`src/rtl/sram_port_arb.sv`:
```
// Round-robin arbiter sharing one SRAM port among N_MASTERS requesters, with a
// tag FIFO that routes read responses back to the issuing master in the same cycle.
module sram_port_arb #(
  parameter int N_MASTERS = 2,
  parameter int ADDR_W    = 13,
  parameter int DATA_W    = 32,
  parameter int TAG_DEPTH = 2
) (
  input  logic                            clk_i,
  input  logic                            arst_i,
  input  logic                            cke_i,
  input  logic [N_MASTERS-1:0]            m_avalid_i,
  input  logic [N_MASTERS*ADDR_W-1:0]     m_addr_i,
  input  logic [N_MASTERS*DATA_W-1:0]     m_wdata_i,
  input  logic [N_MASTERS*(DATA_W/8)-1:0] m_wstrb_i,
  output logic [N_MASTERS-1:0]            m_ready_o,
  output logic [N_MASTERS*DATA_W-1:0]     m_rdata_o,
  output logic [N_MASTERS-1:0]            m_rvalid_o,
  output logic                            s_avalid_o,
  output logic [ADDR_W-1:0]               s_addr_o,
  output logic [DATA_W-1:0]               s_wdata_o,
  output logic [DATA_W/8-1:0]             s_wstrb_o,
  input  logic                            s_ready_i,
  input  logic                            s_rvalid_i,
  input  logic [DATA_W-1:0]               s_rdata_i,
  output logic                            err_o
);

  localparam int STRB_W = DATA_W / 8;
  localparam int IDX_W  = (N_MASTERS > 1) ? $clog2(N_MASTERS) : 1;
  localparam int PTR_W  = (TAG_DEPTH > 1) ? $clog2(TAG_DEPTH) : 1;
  localparam int CNT_W  = $clog2(TAG_DEPTH + 1);

  typedef enum logic {IDLE, HOLD} state_e;

  state_e           state_q, state_d;
  logic [IDX_W-1:0] holdIdx_q, holdIdx_d;
  logic [IDX_W-1:0] rrPtr_q, rrPtr_d;
  logic [IDX_W-1:0] tagMem_q [TAG_DEPTH];
  logic [IDX_W-1:0] tagMem_d [TAG_DEPTH];
  logic [PTR_W-1:0] wrPtr_q, wrPtr_d, rdPtr_q, rdPtr_d;
  logic [CNT_W-1:0] count_q, count_d;
  logic [DATA_W-1:0] rdata_q [N_MASTERS];
  logic [DATA_W-1:0] rdata_d [N_MASTERS];
  logic             err_q, err_d;

  logic             live, anyGnt, gntRead, tagEmpty, tagFull, block, xfer, push, pop;
  logic [IDX_W-1:0] gntIdx, cand, headIdx;

  function automatic logic [IDX_W-1:0] nextIdx(input logic [IDX_W-1:0] idx);
    return (int'(idx) == N_MASTERS - 1) ? '0 : idx + 1'b1;
  endfunction

  function automatic logic [PTR_W-1:0] nextPtr(input logic [PTR_W-1:0] ptr);
    return (int'(ptr) == TAG_DEPTH - 1) ? '0 : ptr + 1'b1;
  endfunction

  always_comb begin
    live     = arst_i & cke_i;
    anyGnt   = 1'b0;
    gntIdx   = '0;
    cand     = rrPtr_q;
    // A stalled master keeps the port until it transfers or withdraws.
    if (state_q == HOLD && m_avalid_i[holdIdx_q]) begin
      anyGnt = 1'b1;
      gntIdx = holdIdx_q;
    end else begin
      for (int i = 0; i < N_MASTERS; i++) begin
        if (!anyGnt && m_avalid_i[cand]) begin
          anyGnt = 1'b1;
          gntIdx = cand;
        end
        cand = nextIdx(cand);
      end
    end

    gntRead  = ~|m_wstrb_i[int'(gntIdx)*STRB_W +: STRB_W];
    tagEmpty = (count_q == '0);
    tagFull  = (count_q == CNT_W'(TAG_DEPTH));
    headIdx  = tagMem_q[rdPtr_q];
    // A same-cycle response frees a tag, so a full FIFO only blocks without one.
    block    = tagFull & gntRead & ~s_rvalid_i;
    xfer     = live & anyGnt & s_ready_i & ~block;
    push     = xfer & gntRead;
    pop      = live & s_rvalid_i & ~tagEmpty;

    m_ready_o = '0;
    if (xfer) m_ready_o[gntIdx] = 1'b1;
    s_avalid_o = live & anyGnt;
    s_addr_o   = anyGnt ? m_addr_i[int'(gntIdx)*ADDR_W +: ADDR_W] : '0;
    s_wdata_o  = anyGnt ? m_wdata_i[int'(gntIdx)*DATA_W +: DATA_W] : '0;
    s_wstrb_o  = anyGnt ? m_wstrb_i[int'(gntIdx)*STRB_W +: STRB_W] : '0;

    m_rvalid_o = '0;
    if (pop) m_rvalid_o[headIdx] = 1'b1;
    m_rdata_o = '0;
    for (int k = 0; k < N_MASTERS; k++) begin
      m_rdata_o[k*DATA_W +: DATA_W] = (pop && int'(headIdx) == k) ? s_rdata_i : rdata_q[k];
    end

    state_d   = (anyGnt && !xfer) ? HOLD : IDLE;
    holdIdx_d = (anyGnt && !xfer) ? gntIdx : holdIdx_q;
    rrPtr_d   = xfer ? nextIdx(gntIdx) : rrPtr_q;
    tagMem_d  = tagMem_q;
    wrPtr_d   = wrPtr_q;
    rdPtr_d   = rdPtr_q;
    rdata_d   = rdata_q;
    if (push) begin
      tagMem_d[wrPtr_q] = gntIdx;
      wrPtr_d           = nextPtr(wrPtr_q);
    end
    if (pop) begin
      rdPtr_d          = nextPtr(rdPtr_q);
      rdata_d[headIdx] = s_rdata_i;
    end
    case ({push, pop})
      2'b10:   count_d = count_q + 1'b1;
      2'b01:   count_d = count_q - 1'b1;
      default: count_d = count_q;
    endcase
    err_d = err_q | (live & s_rvalid_i & tagEmpty);
  end

  assign err_o = err_q;

  always_ff @(posedge clk_i or negedge arst_i) begin
    if (!arst_i) begin
      state_q   <= IDLE;
      holdIdx_q <= '0;
      rrPtr_q   <= '0;
      wrPtr_q   <= '0;
      rdPtr_q   <= '0;
      count_q   <= '0;
      err_q     <= 1'b0;
      for (int i = 0; i < TAG_DEPTH; i++) tagMem_q[i] <= '0;
      for (int k = 0; k < N_MASTERS; k++) rdata_q[k] <= '0;
    end else if (cke_i) begin
      state_q   <= state_d;
      holdIdx_q <= holdIdx_d;
      rrPtr_q   <= rrPtr_d;
      wrPtr_q   <= wrPtr_d;
      rdPtr_q   <= rdPtr_d;
      count_q   <= count_d;
      err_q     <= err_d;
      for (int i = 0; i < TAG_DEPTH; i++) tagMem_q[i] <= tagMem_d[i];
      for (int k = 0; k < N_MASTERS; k++) rdata_q[k] <= rdata_d[k];
    end
  end

endmodule

```
`config.mk`:
```
export PLATFORM = sky130hd
export DESIGN_NAME = sram_port_arb
export DESIGN_NICKNAME = d
export VERILOG_FILES = /design/src/rtl/sram_port_arb.sv
export SDC_FILE = /design/constraint.sdc
export NUM_CORES = 1
export LEC_CHECK = 0
export BUFFER_PORTS_ARGS = -buffer_cell sky130_fd_sc_hd__clkbuf_2
export CAP_MARGIN = 10
export CORE_ASPECT_RATIO = 0.7
export CORE_MARGIN = 5
export CORE_UTILIZATION = 45
export DETAILED_ROUTE_END_ITERATION = 7
export PLACE_DENSITY = 0.82
export SYNTH_ARGS = -nofsm -noshare
export SYNTH_HDL_FRONTEND = slang
export SYNTH_SLANG_ARGS = --single-unit
```
`constraint.sdc`:
```
create_clock -name clk_i -period 5.7 [get_ports clk_i]
set_input_delay 0 -clock clk_i [delete_from_list [all_inputs] [get_ports clk_i]]
set_output_delay 0 -clock clk_i [all_outputs]
set_load 0.005 [all_outputs]
```
==> impl_results.md, run 1 <==
- Status: complete, no violations
- Antenna violations before repair: 0
- Hold buffers post-CTS: 34
- DRT antenna net count: 0
- Avg Synthesized Cell Area: between 10 and 15 µm²
- Placed Area: between 5000 and 6000 µm²
- Cell count after synthesis: 426
- Post-cts sizing count: 0
- Simple-gate share of the synthesized area: 0.1038
- Crit-path slowest cell: nor2_4
- Compound-cell area share of the yosys netlist: 0.07830
- Die X-Extent: 128.3 µm
- Asr flop ratio synth: 1.000
- Vias: between 4,000 and 5,000
- Root Buffer: clkbuf_16
- Drt drc: 0
- Critical path launch point type: input pin
- Crit-path cells: dlygate4sd3_1, buf_4, o2111ai_1, nor2_4, buf_4, mux2_2, clkbuf_2
- Die ar.: between 10,000 and 15,000 µm²
- Skew-Pair Late Insertion Delay: 330 ps
- HPWL after detailed placement: 9.686 mm
- Hold path cells: 2
- IO Port Bufs: 255
- Largest net degree at the start of global routing: 79
- Hold Path Class: in -> reg
- Crit-path max FO: 78
- Final hold slack: 33.49 ps
- Total CTS buffers: 9
- Pwr dens: between 300 and 400 nW/µm²
- Pwr Total: about 2000 µW
- Final worst path period share: 0.6196
- TritonCTS clock tree: done
- Final Critical Period: around 3500 ps
- Max stage delay on crit path: around 750 ps
- Cell Area, Synth: between 4000 and 5000 µm²
- Critical Path Source: arst_i
- Post-synthesis mux area share: 0.3382
- Main synth FF type: dfrtp_1
- RSZ-0062 raised after global routing: no
- Area growth, synth to finish: 44.62%
- HP Start: cke_i
- Final setup skew: 6.624 ps
- WP data required: 5700 ps
- Die boundary height: 92.83 µm
- Slew @ Worst Pin: approximately 1100 ps
- Number of flops mapped to enable cells by yosys: 0
- Clk pin slew, worst setup/hold paths: ~60 ps
- Max-slew headroom: 0.2894
- Layout Utilization: 0.6612
- Final setup violation count: 0
- R2R depth: 5
- Gr usage total: 0.2135
- Number of cell rows: 30
- Drt total wl: ~13 mm
- Leak: roughly 0.0034 µW
- Routed wire per std cell: 15.57 µm
- Fin area: 6379 µm²
- Post-synth net total: approximately 560
- Area share of the largest cell type after synthesis: 0.4199
- Vias per inst: around 5.0
- Area contributors post-synth: dfrtp_1, mux2_2, nand2_1
- Sequential area share after synthesis: 0.4199
- Clock Sinks: between 70 and 80
- Vias in the first global route: 4,304
- Most frequent CP cell: buf_4
- Worst R2R Start: count_q[0]
- Setup TNS: 0 ps
- Synth unique cells: 26
- Core Area: a little under 10,000 µm²
- Final Hold Viols: 0
- Initial DRC count: 232
- Max Cap Violations: 0
- Pins over their slew limit: 0
- Share of layout cells above drive strength 1: 0.5816
- Gr ovfl total: 0
- Number of synthesized register bits: 74
- Num ports: about 260
- Combinational family with the most area after synthesis: multiplexers
- Post-synth top cells: mux2_2, nand2_1, dfrtp_1
- Pre-antenna DRT Iters: 4
- Crit path capture type: primary output
- Adder-cell share of the synthesized area: 0.002837
- Ys Warns: 0
- Clock Path Buffers: 2
- Fin nets: 838
- Maximum VDD drop: 0.1802 mV
- Most common cell in the netlist: mux2_2
- XOR/XNOR share of the synthesized area: 0.009929
- Max Freq: roughly 280 MHz
- Synth area leader: dfrtp_1
- Setup bufs post-CTS: 0
- Global-route wire length before repair: about 21 mm
- Initial core utilization: 0.4572
- ANT cells: 0
- Htree depth: 3
- Global placement routability congestion: a little over 0.9
- WP data arrival: ~3500 ps
- CP Class: in -> out
[cells in the final DEF (no fill, tap or decap)]
| cell | Yosys | final |
|---|---|---|
| o31ai_1 | 2 | 2 |
| dfrtp_1 | 74 | 74 |
| clkbuf_16 | 0 | 9 |
| xor2_1 | 1 | 1 |
| nand2_1 | 101 | 100 |
| nand2_2 | 0 | 1 |
| o21a_1 | 1 | 1 |
| dlygate4sd3_1 | 0 | 34 |
| xnor2_1 | 4 | 4 |
| nor4_1 | 2 | 2 |
| buf_4 | 5 | 4 |
| inv_6 | 0 | 1 |
| o21ai_0 | 3 | 3 |
| clkinvlp_4 | 0 | 3 |
| o21ai_4 | 0 | 1 |
| clkinv_2 | 0 | 1 |
| a21oi_1 | 50 | 50 |
| clkbuf_2 | 0 | 254 |
| ha_1 | 1 | 1 |
| nor2_1 | 7 | 5 |
| a41o_1 | 1 | 1 |
| o211ai_2 | 1 | 1 |
| mux2_4 | 2 | 2 |
| o2111ai_1 | 3 | 3 |
| mux2_2 | 128 | 128 |
| nand2b_1 | 1 | 1 |
| nand3b_2 | 1 | 1 |
| buf_16 | 0 | 1 |
| clkbuf_1 | 15 | 1 |
| nor2_4 | 0 | 2 |
| inv_1 | 7 | 7 |
| bufinv_16 | 0 | 1 |
| mux2i_1 | 2 | 2 |
| nor3b_1 | 3 | 3 |
[power by group]
group	total (µW)	switching [µW]	internal, µW
Sequential	755	81.2	674
Combinational	726	301	424
Clock	555	216	340
[state kept, by name, summed over array words and instances (netlist names)]
register,flops
count_q,2
err_o,1
holdIdx_q,1
rdPtr_q,1
rdata_q,64
rrPtr_q,1
state_q,1
tagMem_q,2
wrPtr_q,1
[final cells by class]
type | instances | area (µm²)
Clock inverter | 6 | 66.31
Timing Repair Buffer | 293 | 1669
Sequential cell | 74 | 1852
Inverter | 7 | 26.28
Clock buffer | 10 | 229.0
Fill cell | 755 | 3268
Tap cell | 128 | 160.2
Multi-Input combinational cell | 315 | 2376
[final timing paths]
path                                  to  slack (ps)
max                        m_rdata_o[33]        2170
min                              state_q          30
max reg2reg                  rdata_q[37]        3040
min reg2reg                        err_o         490
max in group asynchronous    rdata_q[25]        4720
min in group asynchronous    rdata_q[38]         350
[metrics by stage]
step / worst slack, ps / std cells
3_5_place_dp: 2594 / 782
2_1_floorplan: 3569 / 426
5_1_grt: 1776 / 833
3_3_place_gp: 2753 / 782
4_1_cts: 2046 / 832
6_report: 2168 / 833
[cell families (layout without fill, tap and decap cells)]
family / after synthesis / after routing
multiplexers: 132 / 132
AND/OR/NAND/NOR: 115 / 115
buffers and inverters: 37 / 316
XOR/XNOR: 5 / 5
flip-flops: 74 / 74
AO/OA/AOI/OAI: 62 / 62
adder cells (fa/ha/maj): 1 / 1
[worst max-delay path: cells and delay by family]
kind | cells | cell delay [ps]
buffers and inverters | 4 | 1900
AO/OA/AOI/OAI | 1 | 430
AND/OR/NAND/NOR | 1 | 750
multiplexers | 1 | 400
[per-layer routing]
metal  global-route usage  vias up  routed length [µm]  share of wire
met2               0.3696      159                6581           0.51
met1               0.2573     1969                5201           0.40
met4              0.06272        0                 215          0.017
met3              0.06225       17                 970          0.075
li1                     -     2027                   -              -
met5                    0        -                   0              0
No activity file was read; power rests on OpenSTA's default activity.
==> run 2: changes to the inputs <==
--- a/config.mk
+++ b/config.mk
@@ -5,13 +5,14 @@
 export SDC_FILE = /design/constraint.sdc
 export NUM_CORES = 1
 export LEC_CHECK = 0
+export ABC_AREA = 1
 export BUFFER_PORTS_ARGS = -buffer_cell sky130_fd_sc_hd__clkbuf_2
 export CAP_MARGIN = 10
 export CORE_ASPECT_RATIO = 0.7
 export CORE_MARGIN = 5
-export CORE_UTILIZATION = 45
+export CORE_UTILIZATION = 39
 export DETAILED_ROUTE_END_ITERATION = 7
-export PLACE_DENSITY = 0.82
+export PLACE_DENSITY = 0.77
 export SYNTH_ARGS = -nofsm -noshare
 export SYNTH_HDL_FRONTEND = slang
 export SYNTH_SLANG_ARGS = --single-unit
==> constraint.sdc (replaced) <==
create_clock -name clk_i -period 3.2 [get_ports clk_i]
set_input_delay 0 -clock clk_i [delete_from_list [all_inputs] [get_ports clk_i]]
set_output_delay 0 -clock clk_i [all_outputs]
set_load 0.005 [all_outputs]
==> run 2 against run 1 <==
Against the previous run:
- largest power group unchanged
- highest routed layer unchanged
- synthesized area down 7.3%
- synthesized cell count increased by 35%
- sequential power up 71%
- utilization decreased by 6.8 points
- cell count increased by 18%
- power grew 77%
- sequential share of layout area increased by 1.3 points
- worst setup slack got worse by 1500 ps
- clock skew hardly changed
==> impl_results.md, run 2 <==
- Status: complete, no violations
- Main synth FF type: dfrtp_1
- Antenna violations before repair: 0 (unchanged)
- Ys Warns: 0 (unchanged)
- Commonest non-fill, non-tap cell in the layout: clkbuf_2
- Max-slew headroom: 0.4851 (+0.1957)
- Htree depth: 3 (unchanged)
- HPWL after detailed placement: 9.517 mm (-1.8%)
- Vias per inst: 4.724 (-5.7%)
- Global placement routability congestion: 0.8352 (-7.9%)
- Post-cts sizing count: 0 (unchanged)
- Setup ws final: 625.0 ps (-1543 ps)
- Clock network fraction of total power: 0.295 (+0.022)
- Fin nets: 983 (+17%)
- Vias: 4,634 (+11%)
- Multi-input gate area: 1917 µm² (-19%)
- Synth unique cells: 27 (+3.8%)
- Switching Power: 1161 µW (+94%)
- Crit-path max FO: 54 (-31%)
- Gr ovfl total: 0 (unchanged)
- Hold Path Class: in -> async
- Die ar.: 12,670 µm² (+6.3%)
- Num ports: 256 (unchanged)
- Avg Synthesized Cell Area: 7.124 µm² (-31%)
- Post-synth net total: 712 (+26%)
- R2R setup slack: 820 ps (-2220 ps)
- Final setup violation count: 0 (unchanged)
- Switching share of power: 0.3217 (+0.02787)
- DRT antenna net count: 0 (unchanged)
- Pint: 2448 µW (+70%)
- Global-route wire length before repair: 20.27 mm (-2.0%)
- Most frequent cells in the layout: clkbuf_2, nand2_1, o21ai_0, dfrtp_1
- Final worst path period share: 0.8047
- FF+latch area: 1852 µm² (unchanged)
- Area share of the largest cell type after synthesis: 0.4529 (+0.03302)
- Initial core utilization: 0.3978 (-0.05939)
- Core Area: 10,280 µm² (+6.5%)
- Number of cell rows: 31 (+3.3%)
- Final setup skew: 7.088 ps (+0.4647 ps)
- Vias in the first global route: 4,157 (-3.4%)
- R2R depth: 14 (+9)
- Setup TNS: 0 ps (unchanged)
- Max Freq: between 300 and 400 MHz
- RSZ-0062 raised after global routing: no
- Dpl ws: 837.5 ps (-1757 ps)
- Root Buffer: clkbuf_16
- Drt drc: 0 (unchanged)
- Leak: 0.003434 µW (-0.39%)
- Area growth, synth to finish: 49.11%
- Crit path capture type: primary output
- Worst R2R Start: holdIdx_q
- WP data required: 3200 ps (-2500 ps)
- Clock Path Buffers: 2 (unchanged)
- Number of flops mapped to enable cells by yosys: 0 (unchanged)
- Pre-antenna DRT Iters: 5 (+1)
- Reg2Reg Capture Point: count_q[1]
- Final Hold Viols: 0 (unchanged)
- Share of layout cells above drive strength 1: 0.3428 (-0.2388)
- Largest net degree at the start of global routing: 98 (+24%)
- Gate power share: 0.347 (-0.009)
- IO Port Bufs: 255 (unchanged)
- Die X-Extent: 132.4 µm (+3.2%)
- Final hold slack: 79.19 ps (+45.71 ps)
- Top reg by flops: rdata_q
- Pwr dens: 591.8 nW/µm² (+85%)
- Clock Sinks: 74 (unchanged)
- Total CTS buffers: 9 (unchanged)
- Hold buffers post-CTS: 34 (unchanged)
- Largest registers: rdata_q x64, count_q x2, tagMem_q x2
- CP Class: reg -> out
- Final Critical Period: about 2600 ps
- Clk pin slew, worst setup/hold paths: 60 ps (about the same)
- Synth area leader: dfrtp_1
- Max Cap Violations: 0 (unchanged)
- Number of flip-flops in the largest register: 64 (unchanged)
- Number of synthesized register bits: 74 (unchanged)
- Sequential area share after synthesis: 0.4529 (+0.03302)
- Setup bufs post-CTS: 0 (unchanged)
- Initial DRC count: 376 (+62%)
- Critical path launch point type: flip-flop
- Skew-Pair Late Insertion Delay: 330 ps (about the same)
- Area contributors post-synth: dfrtp_1, nand2_1, o21ai_0
- Pins over their slew limit: 0 (unchanged)
- Drt total wl: 13.19 mm (+1.7%)
- ANT cells: 0 (unchanged)
- Number of fill cells: 945 (+25%)
- Cell Area, Synth: 4089 µm² (-7.3%)
- Flop pwr share: 0.358 (-0.013)
- Die boundary height: 95.67 µm (+3.1%)
- Gr usage total: 0.1932 (-0.02037)
- Asr flop ratio synth: 1.000 (unchanged)
- Maximum VDD drop: 0.3048 mV (+69%)
- Post-synth top cells: nand2_1, o21ai_0, dfrtp_1
- TritonCTS clock tree: done
- Cell count after synthesis: 574 (+35%)
- Slew @ Worst Pin: 772.4 ps (-291.0 ps)
- Routed wire per std cell: 13.45 µm (-14%)
- Most common cell in the netlist: nand2_1
- WP data arrival: 2570 ps (-960 ps)
[run 2: changes by cell type in the layout (fill, tap and decap cells not counted), sizes merged, moves of 3 or more]
cell	before	now
a21oi	50	46
o21ai	4	131
mux2	130	0
inv	8	50
nand3	0	15
nand4	0	3
xnor2	4	1
nor2	7	17
o2111ai	3	0
nand2	101	192
[run 2: cell type report]
cell class / instances / share of cell area
Tap cell: 132 / 0.02709
Timing Repair Buffer: 294 / 0.2717
Sequential cell: 74 / 0.3037
Multi-Input combinational cell: 416 / 0.3144
Clock inverter: 4 / 0.01252
Inverter: 50 / 0.03078
Clock buffer: 11 / 0.03981
[run 2: layer usage]
metal,vias to the layer above,global-route usage,part of all wire
met5,-,0,0
met4,0,0.05593,0.017
met3,21,0.04905,0.057
met2,144,0.3018,0.48
met1,2063,0.2671,0.45
li1,2406,-,-
[run 2: kinds of logic after synthesis]
kind of cell             synth area share
AO/OA/AOI/OAI                      0.2188
XOR/XNOR                         0.006427
adder cells (fa/ha/maj)          0.003059
buffers and inverters             0.08078
flip-flops                         0.4529
multiplexers                     0.002448
AND/OR/NAND/NOR                    0.2356
[run 2: critical path: stages, from the launching register on]
cell and delay [ps]:
dfrtp_1 400, inv_1 70, nand2_1 80, nand3_2 90
nand2_4 130, nand2_4 50, buf_4 290, inv_2 600
nand2_1 110, a21oi_1 240, clkbuf_2 160
[run 2: metrics by stage]
step	instance area (µm²)	std cells	utilization	total power, µW
final	6097	981	0.5932	3608
after global routing	6097	981	0.5932	3876
after CTS	6097	981	0.5932	3645
after detailed placement	5438	932	0.5290	2533
after global placement	5438	932	0.5290	2504
after floorplan	4089	574	-	1949
[run 2: how the worst max path moves through the flow]
| stage | slack, ps | from | to |
|---|---|---|---|
| 2_1_floorplan | 980 | holdIdx_q | count_q[1] |
| 3_3_place_gp | 920 | holdIdx_q | count_q[1] |
| 3_5_place_dp | 840 | holdIdx_q | count_q[1] |
| 4_1_cts | 660 | holdIdx_q | s_wdata_o[3] |
| 5_1_grt | 420 | holdIdx_q | s_wdata_o[3] |
| 6_report | 630 | holdIdx_q | s_addr_o[6] |
[run 2: power groups by stage]
stage          clock (µW)  sequential [µW]  combinational [µW]
2_1_floorplan           0             1290                 664
3_3_place_gp            0             1290                1210
3_5_place_dp            0             1310                1220
4_1_cts              1090             1290                1270
5_1_grt              1120             1320                1430
6_report             1060             1290                1250
==> run 3: changes to the inputs <==
--- a/config.mk
+++ b/config.mk
@@ -5,14 +5,14 @@
 export SDC_FILE = /design/constraint.sdc
 export NUM_CORES = 1
 export LEC_CHECK = 0
-export ABC_AREA = 1
+export ABC_AREA = 0
 export BUFFER_PORTS_ARGS = -buffer_cell sky130_fd_sc_hd__clkbuf_2
 export CAP_MARGIN = 10
 export CORE_ASPECT_RATIO = 0.7
 export CORE_MARGIN = 5
-export CORE_UTILIZATION = 39
+export CORE_UTILIZATION = 45
 export DETAILED_ROUTE_END_ITERATION = 7
-export PLACE_DENSITY = 0.77
+export PLACE_DENSITY = 0.82
 export SYNTH_ARGS = -nofsm -noshare
 export SYNTH_HDL_FRONTEND = slang
 export SYNTH_SLANG_ARGS = --single-unit
==> constraint.sdc (replaced) <==
create_clock -name clk_i -period 2.4 [get_ports clk_i]
set_input_delay 0 -clock clk_i [delete_from_list [all_inputs] [get_ports clk_i]]
set_output_delay 0 -clock clk_i [all_outputs]
set_load 0.005 [all_outputs]
==> run 3 against run 2 <==
Against the previous run:
- combinational power up 39%
- register-to-register slack got worse by 480 ps
- cell area up 5.7%
- via count fell by 8.2%
- power increased by 37%
- hold slack improved by 30 ps
- critical path depth shrank 4
- count of clock-buffer cells in the layout is 2 lower
- critical endpoint is now s_wdata_o[6]
==> impl_results.md, run 3 (synthesis results as in run 1) <==
- Final Hold Viols: 0 (unchanged)
- Clk pin slew, worst setup/hold paths: 60 ps (about the same)
- CP top delay family: buffers and inverters
- Vias per inst: 5.085 (+7.6%)
- Drt drc: 0 (unchanged)
- Metal-1 WL: 5.253 mm (-11%)
- DRT antenna net count: 0 (unchanged)
- Die boundary height: 92.83 µm (-3.0%)
- Core Area: 9647 µm² (-6.1%)
- Die ar.: 11,910 µm² (-5.9%)
- Top reg by flops: rdata_q
- Crit-path slowest cell: buf_4
- Drt total wl: 13.39 mm (+1.5%)
- Maximum VDD drop: 0.3785 mV (+24%)
- HPWL after detailed placement: 9.914 mm (+4.2%)
- Root Buffer: clkbuf_16
- IO Port Bufs: 255 (unchanged)
- Global placement routability congestion: 0.8786 (+5.2%)
- Routed wire per std cell: 15.99 µm (+19%)
- Share of layout cells above drive strength 1: 0.5853 (+0.2426)
- Final setup skew: 9.587 ps (+2.499 ps)
- WP data required: 2400 ps (-800 ps)
- Hold Path Class: in -> async
- Max Used Layer: met4
- Fin nets: 843 (-14%)
- Max Cap Violations: 0 (unchanged)
- Setup TNS: 0 ps (unchanged)
- Largest registers: rdata_q x64, count_q x2, tagMem_q x2
- Initial core utilization: 0.4572 (+0.05939)
- Antenna violations before repair: 0 (unchanged)
- WP data arrival: 2260 ps (-310 ps)
- Pwr dens: 769.4 nW/µm² (+30%)
- Fin area: 6445 µm² (+5.7%)
- WP buf/inv: 2 (-2)
- TritonCTS clock tree: done
- Clock Sinks: 74 (unchanged)
- Max Freq: around 440 MHz
- Final Critical Period: around 2300 ps
- Initial DRC count: 227 (-40%)
- Slew @ Worst Pin: 639.9 ps (-132.5 ps)
- DR WL met3: 1.023 mm (+36%)
- Pint: 3518 µW (+44%)
- Leak: 0.003489 µW (+1.6%)
- Htree depth: 3 (unchanged)
- Largest net degree at the start of global routing: 66 (-33%)
- FF+latch area: 1852 µm² (unchanged)
- Flop pwr share: 0.364 (+0.006)
- Crit-path max FO: 52 (-3.7%)
- Final worst path period share: 0.9420
- Pins over their slew limit: 0 (unchanged)
- Status: complete, no violations
- Total CTS buffers: 9 (unchanged)
- Number of fill cells: 734 (-22%)
- Multi-input gate area: 2382 µm² (+24%)
- Switching share of power: 0.2905 (-0.03121)
- Num ports: 256 (unchanged)
- Max stage delay on crit path: 460 ps (-140 ps)
- Area growth, synth to finish: 46.13%
- Gate power share: 0.350 (+0.003)
- Clock network fraction of total power: 0.286 (-0.009)
- Commonest non-fill, non-tap cell in the layout: clkbuf_2
- Clock Path Buffers: 2 (unchanged)
- ANT cells: 0 (unchanged)
- Switching Power: 1441 µW (+24%)
- Critical path launch point type: flip-flop
- Detail Route met2 WL: 6.760 mm (+6.6%)
- RSZ-0062 raised after global routing: no
- Number of flip-flops in the largest register: 64 (unchanged)
- Final setup violation count: 0 (unchanged)
- Pre-antenna DRT Iters: 5 (unchanged)
- Vias in the first global route: 4,286 (+3.1%)
- Crit path capture type: primary output
- Setup bufs post-CTS: 0 (unchanged)
- Placed Area: 5766 µm² (+6.0%)
- Die X-Extent: 128.3 µm (-3.1%)
- Vias: 4,256 (-8.2%)
- CP Class: reg -> out
- Most frequent cells in the layout: clkbuf_2, mux2_2, nand2_1, dfrtp_1, a21oi_1
- Number of cell rows: 30 (-3.2%)
- Gr usage total: 0.2183 (+0.02514)
- Gr ovfl total: 0 (unchanged)
- Max-slew headroom: 0.5734 (+0.08834)
- Crit-path cells: mux2_4, o21ai_4, buf_4, nand2_1, a21oi_1, clkbuf_2
- Skew-Pair Late Insertion Delay: 320 ps (about the same)
- Global-route wire length before repair: 21.16 mm (+4.4%)
run 3: repair_timing:
item / 4_1_cts / 5_1_grt
endpoints found under the hold margin: 90 / 0
hold buffers: 35 / 0
setup endpoints to repair: 0 / 55
resized for setup: 0 / 3
run 3: final cells by class:
cell class | instances | share of cell area
Inverter | 7 | 0.004077
Tap cell | 128 | 0.02485
Timing Repair Buffer | 298 | 0.2652
Clock buffer | 9 | 0.03494
Clock inverter | 6 | 0.01398
Multi-Input combinational cell | 315 | 0.3696
Sequential cell | 74 | 0.2873
run 3: path summary, 6_finish.rpt:
| path | startpoint | slack [ps] | cells past startpoint | to |
|---|---|---|---|---|
| max in group asynchronous | arst_i | 1380 | 3 | rdata_q[49] |
| hold reg to reg | err_o | 470 | 1 | err_o |
| hold / removal | arst_i | 110 | 2 | count_q[1] |
| setup reg to reg | count_q[0] | 340 | 7 | count_q[1] |
| setup / recovery | state_q | 140 | 6 | s_wdata_o[6] |
| min in group clk_i | s_ready_i | 170 | 5 | rrPtr_q |
run 3: per-layer routing:
layer | vias to the layer above | GRT usage
li1 | 2036 | -
met1 | 2019 | 0.2638
met2 | 176 | 0.3808
met3 | 25 | 0.05879
met4 | 0 | 0.06360
met5 | - | 0
run 3: metrics by stage:
step | hold WS (ps) | power (µW) | worst slack (ps) | utilization | cells
3_3_place_gp | -73.04 | 3408 | 493.4 | 0.5977 | 787
5_1_grt | 137.1 | 5264 | 49.59 | 0.6681 | 837
2_1_floorplan | -295.6 | 2737 | 269.4 | - | 426
6_report | 108.8 | 4959 | 139.2 | 0.6681 | 837
4_1_cts | 154.5 | 5008 | 31.60 | 0.6667 | 837
3_5_place_dp | -62.75 | 3515 | 351.8 | 0.5977 | 787
run 3: power groups by stage:
stage / Combinational [µW] / Clock, µW / Sequential (µW)
finish: 1740 / 1420 / 1800
global route: 1900 / 1520 / 1850
CTS: 1750 / 1460 / 1800
detailed placement: 1700 / 0 / 1820
global placement: 1630 / 0 / 1780
floorplan: 996 / 0 / 1740
